<file path="src/rtl/lieat_ifu_pcgen.sv">
// lieat IFU next-PC generator: registered fetch PC with sequential, branch,
// jump, trap/return and flush sources, a 2-bit BHT for conditional-branch
// direction and a return address stack for call/return pairs.
module lieat_ifu_pcgen #(
  parameter int               XLEN       = 32,
  parameter logic [XLEN-1:0]  PC_DEFAULT = 32'h8000_0000,
  parameter int               RAS_DEPTH  = 4,
  parameter int               BHT_IDX_W  = 4
) (
  input  logic                    clk,
  input  logic                    rst,
  input  logic                    flush_req,
  input  logic [XLEN-1:0]         flush_pc,
  input  logic                    ifetch_req,
  input  logic                    dec_vld,
  input  logic                    inst_jal,
  input  logic                    inst_jalr,
  input  logic                    inst_bxx,
  input  logic                    inst_ecall,
  input  logic                    inst_mret,
  input  logic                    inst_call,
  input  logic                    inst_ret,
  input  logic signed [XLEN-1:0]  imm_branch,
  input  logic [XLEN-1:0]         ifu_csr_rdata,
  input  logic                    jalr_dep,
  input  logic [XLEN-1:0]         jalr_src1,
  input  logic                    bht_upd_vld,
  input  logic [XLEN-1:0]         bht_upd_pc,
  input  logic                    bht_upd_taken,
  output logic [XLEN-1:0]         pc,
  output logic                    prdt_taken,
  output logic                    jalr_need_wait,
  output logic                    ras_used,
  output logic                    ras_empty
);

  localparam int PTR_W = (RAS_DEPTH > 1) ? $clog2(RAS_DEPTH) : 1;
  localparam int CNT_W = PTR_W + 1;
  localparam int BHT_N = 1 << BHT_IDX_W;

  // Two-bit saturating counter step toward the resolved direction.
  function automatic logic [1:0] sat_cnt(input logic [1:0] cnt, input logic taken);
    if (taken) return (cnt == 2'b11) ? 2'b11 : cnt + 2'b01;
    else       return (cnt == 2'b00) ? 2'b00 : cnt - 2'b01;
  endfunction

  // Fetch addresses are at least halfword aligned.
  function automatic logic [XLEN-1:0] clr_bit0(input logic [XLEN-1:0] a);
    return {a[XLEN-1:1], 1'b0};
  endfunction

  logic [XLEN-1:0]      pc_p0;
  logic [XLEN-1:0]      ras_mem [RAS_DEPTH];
  logic [PTR_W-1:0]     ras_top;
  logic [PTR_W-1:0]     ras_top_inc;
  logic [CNT_W-1:0]     ras_cnt;
  logic [1:0]           bht [BHT_N];
  logic [BHT_IDX_W-1:0] bht_rd_idx;
  logic [BHT_IDX_W-1:0] bht_wr_idx;
  logic                 bht_tkn;
  logic                 adv;
  logic                 ras_push;
  logic                 ras_pop;
  logic                 ras_swap;
  logic [XLEN-1:0]      pc_seq;
  logic [XLEN-1:0]      pc_tgt;
  logic                 unused_upd_pc;

  assign unused_upd_pc = ^{bht_upd_pc[XLEN-1:BHT_IDX_W+2], bht_upd_pc[1:0]};

  assign pc          = pc_p0;
  assign pc_seq      = pc_p0 + XLEN'(4);
  assign bht_rd_idx  = pc_p0[BHT_IDX_W+1:2];
  assign bht_wr_idx  = bht_upd_pc[BHT_IDX_W+1:2];
  assign bht_tkn     = bht[bht_rd_idx][1];
  assign ras_top_inc = ras_top + 1'b1;

  assign ras_empty      = (ras_cnt == '0);
  assign ras_used       = dec_vld & inst_ret & ~ras_empty;
  assign prdt_taken     = dec_vld & (inst_jal | inst_jalr | inst_ecall | inst_mret
                                     | (inst_bxx & bht_tkn));
  assign jalr_need_wait = dec_vld & inst_jalr & ~ras_used & jalr_dep;
  assign adv            = ifetch_req & ~jalr_need_wait & ~flush_req & ~rst;

  // A call+ret pair on a non-empty stack replaces the top in place; on an
  // empty stack it degenerates to a plain push.
  assign ras_push = adv & dec_vld & inst_call & (~inst_ret | ras_empty);
  assign ras_pop  = adv & dec_vld & inst_ret & ~inst_call & ~ras_empty;
  assign ras_swap = adv & dec_vld & inst_call & inst_ret & ~ras_empty;

  // Next fetch target: trap/return CSR, RAS, pc-relative, register-relative.
  always_comb begin
    pc_tgt = pc_seq;
    if (prdt_taken) begin
      if (inst_ecall | inst_mret)   pc_tgt = ifu_csr_rdata;
      else if (ras_used)            pc_tgt = ras_mem[ras_top];
      else if (inst_jal | inst_bxx) pc_tgt = pc_p0 + $unsigned(imm_branch);
      else                          pc_tgt = jalr_src1 + $unsigned(imm_branch);
    end
    pc_tgt = clr_bit0(pc_tgt);
  end

  // Stage p0: PC register and RAS pointers; flush discards the stack.
  always_ff @(posedge clk) begin
    if (rst) begin
      pc_p0   <= PC_DEFAULT;
      ras_top <= '0;
      ras_cnt <= '0;
    end else if (flush_req) begin
      pc_p0   <= flush_pc;
      ras_top <= '0;
      ras_cnt <= '0;
    end else begin
      if (adv) pc_p0 <= pc_tgt;
      if (ras_push) begin
        ras_top <= ras_top_inc;
        if (ras_cnt != CNT_W'(RAS_DEPTH)) ras_cnt <= ras_cnt + 1'b1;
      end else if (ras_pop) begin
        ras_top <= ras_top - 1'b1;
        ras_cnt <= ras_cnt - 1'b1;
      end
    end
  end

  // Return-address storage; overflow overwrites the oldest slot.
  always_ff @(posedge clk) begin
    if (ras_push)      ras_mem[ras_top_inc] <= pc_seq;
    else if (ras_swap) ras_mem[ras_top]     <= pc_seq;
  end

  // Branch history: counters train on resolved branches, also during flush.
  always_ff @(posedge clk) begin
    if (rst) begin
      for (int i = 0; i < BHT_N; i++) bht[i] <= 2'b01;
    end else if (bht_upd_vld) begin
      bht[bht_wr_idx] <= sat_cnt(bht[bht_wr_idx], bht_upd_taken);
    end
  end

endmodule

</file>
<file path="config.mk">
export PLATFORM = sky130hd
export DESIGN_NAME = lieat_ifu_pcgen
export DESIGN_NICKNAME = d
export VERILOG_FILES = /design/src/rtl/lieat_ifu_pcgen.sv
export SDC_FILE = /design/constraint.sdc
export NUM_CORES = 1
export LEC_CHECK = 0
export ABC_CLOCK_PERIOD_IN_PS = 5640
export BUFFER_PORTS_ARGS = -buffer_cell sky130_fd_sc_hd__buf_4
export CORE_MARGIN = 2
export CORE_UTILIZATION = 57
export CTS_CLUSTER_DIAMETER = 150
export CTS_CLUSTER_SIZE = 10
export DETAILED_ROUTE_END_ITERATION = 12
export HOLD_SLACK_MARGIN = 0.08
export PLACE_DENSITY = 0.9
export SETUP_SLACK_MARGIN = 0.15
export SLEW_MARGIN = 20
export SYNTH_ARGS = -nofsm -noshare
export SYNTH_HDL_FRONTEND = slang
export SYNTH_SLANG_ARGS = --single-unit
</file>
<file path="constraint.sdc">
create_clock -name clk -period 5.64 [get_ports clk]
set_clock_uncertainty 0.15 [all_clocks]
set_input_delay 0.564 -clock clk [delete_from_list [all_inputs] [get_ports clk]]
set_output_delay 0.564 -clock clk [all_outputs]
set_load 0.01 [all_outputs]
</file>
==> flow_summary.json <==
{
  "run_status": "finished clean",
  "diodes": 0,
  "p_per_area_nw_per_um2": 263.4,
  "wl_per_cell_um": 24.15,
  "ctsResizeCount": 0,
  "fin_crit_sh_pct": 72.36,
  "synthFlopType": "edfxtp_1",
  "grt_usage_pct": 33.58,
  "max-vdd-ir-drop_uv": 229.3,
  "drt_iter0_drc": 1334,
  "synth.cell_area_sq_um": 11530,
  "worstSetupEndpointType": "flop",
  "antenna_found_initial": 0,
  "async_reset_ff_share_pct": 0,
  "critPathKind": "in2reg",
  "crit_chain": "buf_4, nor2_4, mux2_2, ha_1, a21oi_1, o21ai_1, o311ai_2, nand3_1, a21oi_1, xnor2_1, o21ai_1, a211oi_1",
  "setup-violations-final": 0,
  "gr-total-overflow": 0,
  "cpPeakStageDelay_ns": 0.68,
  "coreArea_sq_um": 20040,
  "final.fill_count": 1471,
  "cts_root_buf": "clkbuf_16",
  "p_leak_uw": 0.005073,
  "drtAntennaViolNets": 0,
  "yosysSeqAreaShare_pct": 48.10,
  "layout-drive-gt1-share_pct": 26.46,
  "register_area_sq_um": 5548,
  "max-cap-violations": 0,
  "dieArea_sq_um": 21380,
  "wl_mm": 35.91,
  "arrival_ns": 4.26,
  "cts_tree": "done",
  "ys_warn_count": 0,
  "die_h_um": 146.2,
  "rsz0062_at_grt": "no",
  "fmax_mhz": 245.0,
  "crit_slowest_cell": "o311ai_2",
  "clk_path_buf_depth": 2,
  "postCtsSetupRepairBufs": 0,
  "clock_latency_ns": 0.45,
  "rows": 52,
  "drv_slew": 0,
  "synth_seq_cells": 199,
  "worstPathMaxFanout": 13,
  "relSlewSlack_pct": 32.96,
  "fin_nets": 1415,
  "multi_input_area_sq_um": 5664,
  "synthesis.nets": 1265,
  "synth_edf_count": 156,
  "port-buffer-count": 181,
  "first_pass_iters": 8,
  "io_pins": 211,
  "cts.reportedPaths.clkPinSlew_ns": 0.08,
  "htreeDepth": 4,
  "grt_pass1_vias": 9867,
  "syn_area_per_cell_sq_um": 10.94,
  "vias": 10100,
  "die_w_um": 146.2,
  "tns_ns": 0,
  "syn2layout_area_growth_pct": 18.62,
  "cts_inserted_buffers": 17,
  "holdCritPathClass": "in2reg",
  "route.detailed.drc": 0,
  "worstMarginPinSlew_ns": 1.005,
  "final_cell_mix": "195 x buf_4, 156 x edfxtp_1, 112 x nand2_1",
  "start_util_pct": 57.53,
  "cts_sinks": 199,
  "hpwl_mm": 24.56,
  "gp_congestion": 0.9690,
  "finalCriticalPeriod_ns": 4.081,
  "start_kind": "primary input",
  "grt_start_max_net_pins": 44,
  "hold_viol": 0,
  "reg2reg_from": "pc[2]",
  "ys_types": 71,
  "min_from": "flush_pc[17]",
  "ctsHoldBuffers": 0,
  "syn_inst": 1054,
  "crit_required_ns": 5.82,
  "mostFrequentLayoutCell": "buf_4",
  "viasPerCell": 6.791,
  "total_power_uw": 3602,
  "utilization_pct": 68.24,
  "crit_start": "inst_jal",
  "grt_pass1_wl_mm": 54.95
}
## path summary, 6_finish.rpt
path	to	slack, ns	depth (start not counted)
worst max-delay path	pc[29]	1.56	12
worst min register to register	ras_cnt[2]	0.45	2
worst min-delay path	pc[17]	0.21	3
worst max register to register	pc[29]	1.86	11
## area by class of cell
type	instances	area share [%]
clock inverter	15	1.180
multi-input combinational	771	41.42
inverter	20	0.5489
tap	270	2.470
sequential	199	40.57
timing repair buffer	195	10.70
clock buffer	17	3.111
## cells in the mapped netlist (13+ instances only)
master,instances,area (sq um)
a21oi_1,66,330.3
and3_1,13,81.33
buf_2,14,70.07
clkbuf_1,43,161.4
dfxtp_1,43,860.8
edfxtp_1,156,4684
ha_1,34,425.4
inv_1,18,67.56
mux2_2,28,315.3
mux2i_1,15,150.1
mux4_2,40,900.9
nand2_1,112,420.4
nand3_1,40,200.2
nand4_1,15,93.84
nor2_1,78,292.8
nor3_1,29,145.1
o211ai_1,24,180.2
o21ai_0,38,190.2
o21ai_1,19,95.09
xnor2_1,32,280.3
xor2_1,27,236.5
## state kept, by name, indices dropped and copies added (netlist names), named ones only
name / count
ras_top: 2
pc: 32
bht: 32
ras_mem: 124
ras_cnt: 3
## stage by stage
stage | area, sq um | hold WS, ns | std cells | setup WS, ns
CTS | 13680 | 0.2097 | 1487 | 1.707
floorplan | 11530 | 0.3445 | 1054 | 0.4132
finish | 13680 | 0.2133 | 1487 | 1.559
detailed placement | 13090 | 0.4337 | 1455 | 1.236
global placement | 13090 | 0.3944 | 1455 | 1.286
global route | 13680 | 0.2280 | 1487 | 1.471
## worst max-delay path, delay by kind of cell
family	cells	cell delay, ns
xor gates and xnor gates	1	0.20
buffers and inverters	1	0.14
adders and majority gates	1	0.39
AOI/OAI and AO/OA	6	1.93
and+or+nand+nor	2	0.64
muxes	1	0.39
## power breakdown
group	internal, uW	leakage (uW)	switching [uW]
combinational	298	0.00302	413
clock	630	0.000284	592
sequential	1620	0.00177	50.6
## routing by layer
layer	wire, um	up-vias	global-route usage [%]
li1	-	4326	-
met1	12550	4709	43.14
met2	16540	902	53.09
met3	4956	161	9.031
met4	1866	0	16.65
met5	0	-	0
## logic make-up after synthesis
group | share of synthesized area, %
AND/OR/NAND/NOR | 13.82
AO/OA/AOI/OAI | 14.48
XOR/XNOR | 4.482
buffers and inverters | 3.050
flip-flops | 48.10
adder cells (fa/ha/maj) | 4.222
multiplexers | 11.85
Power figures use the tool's default switching activity.
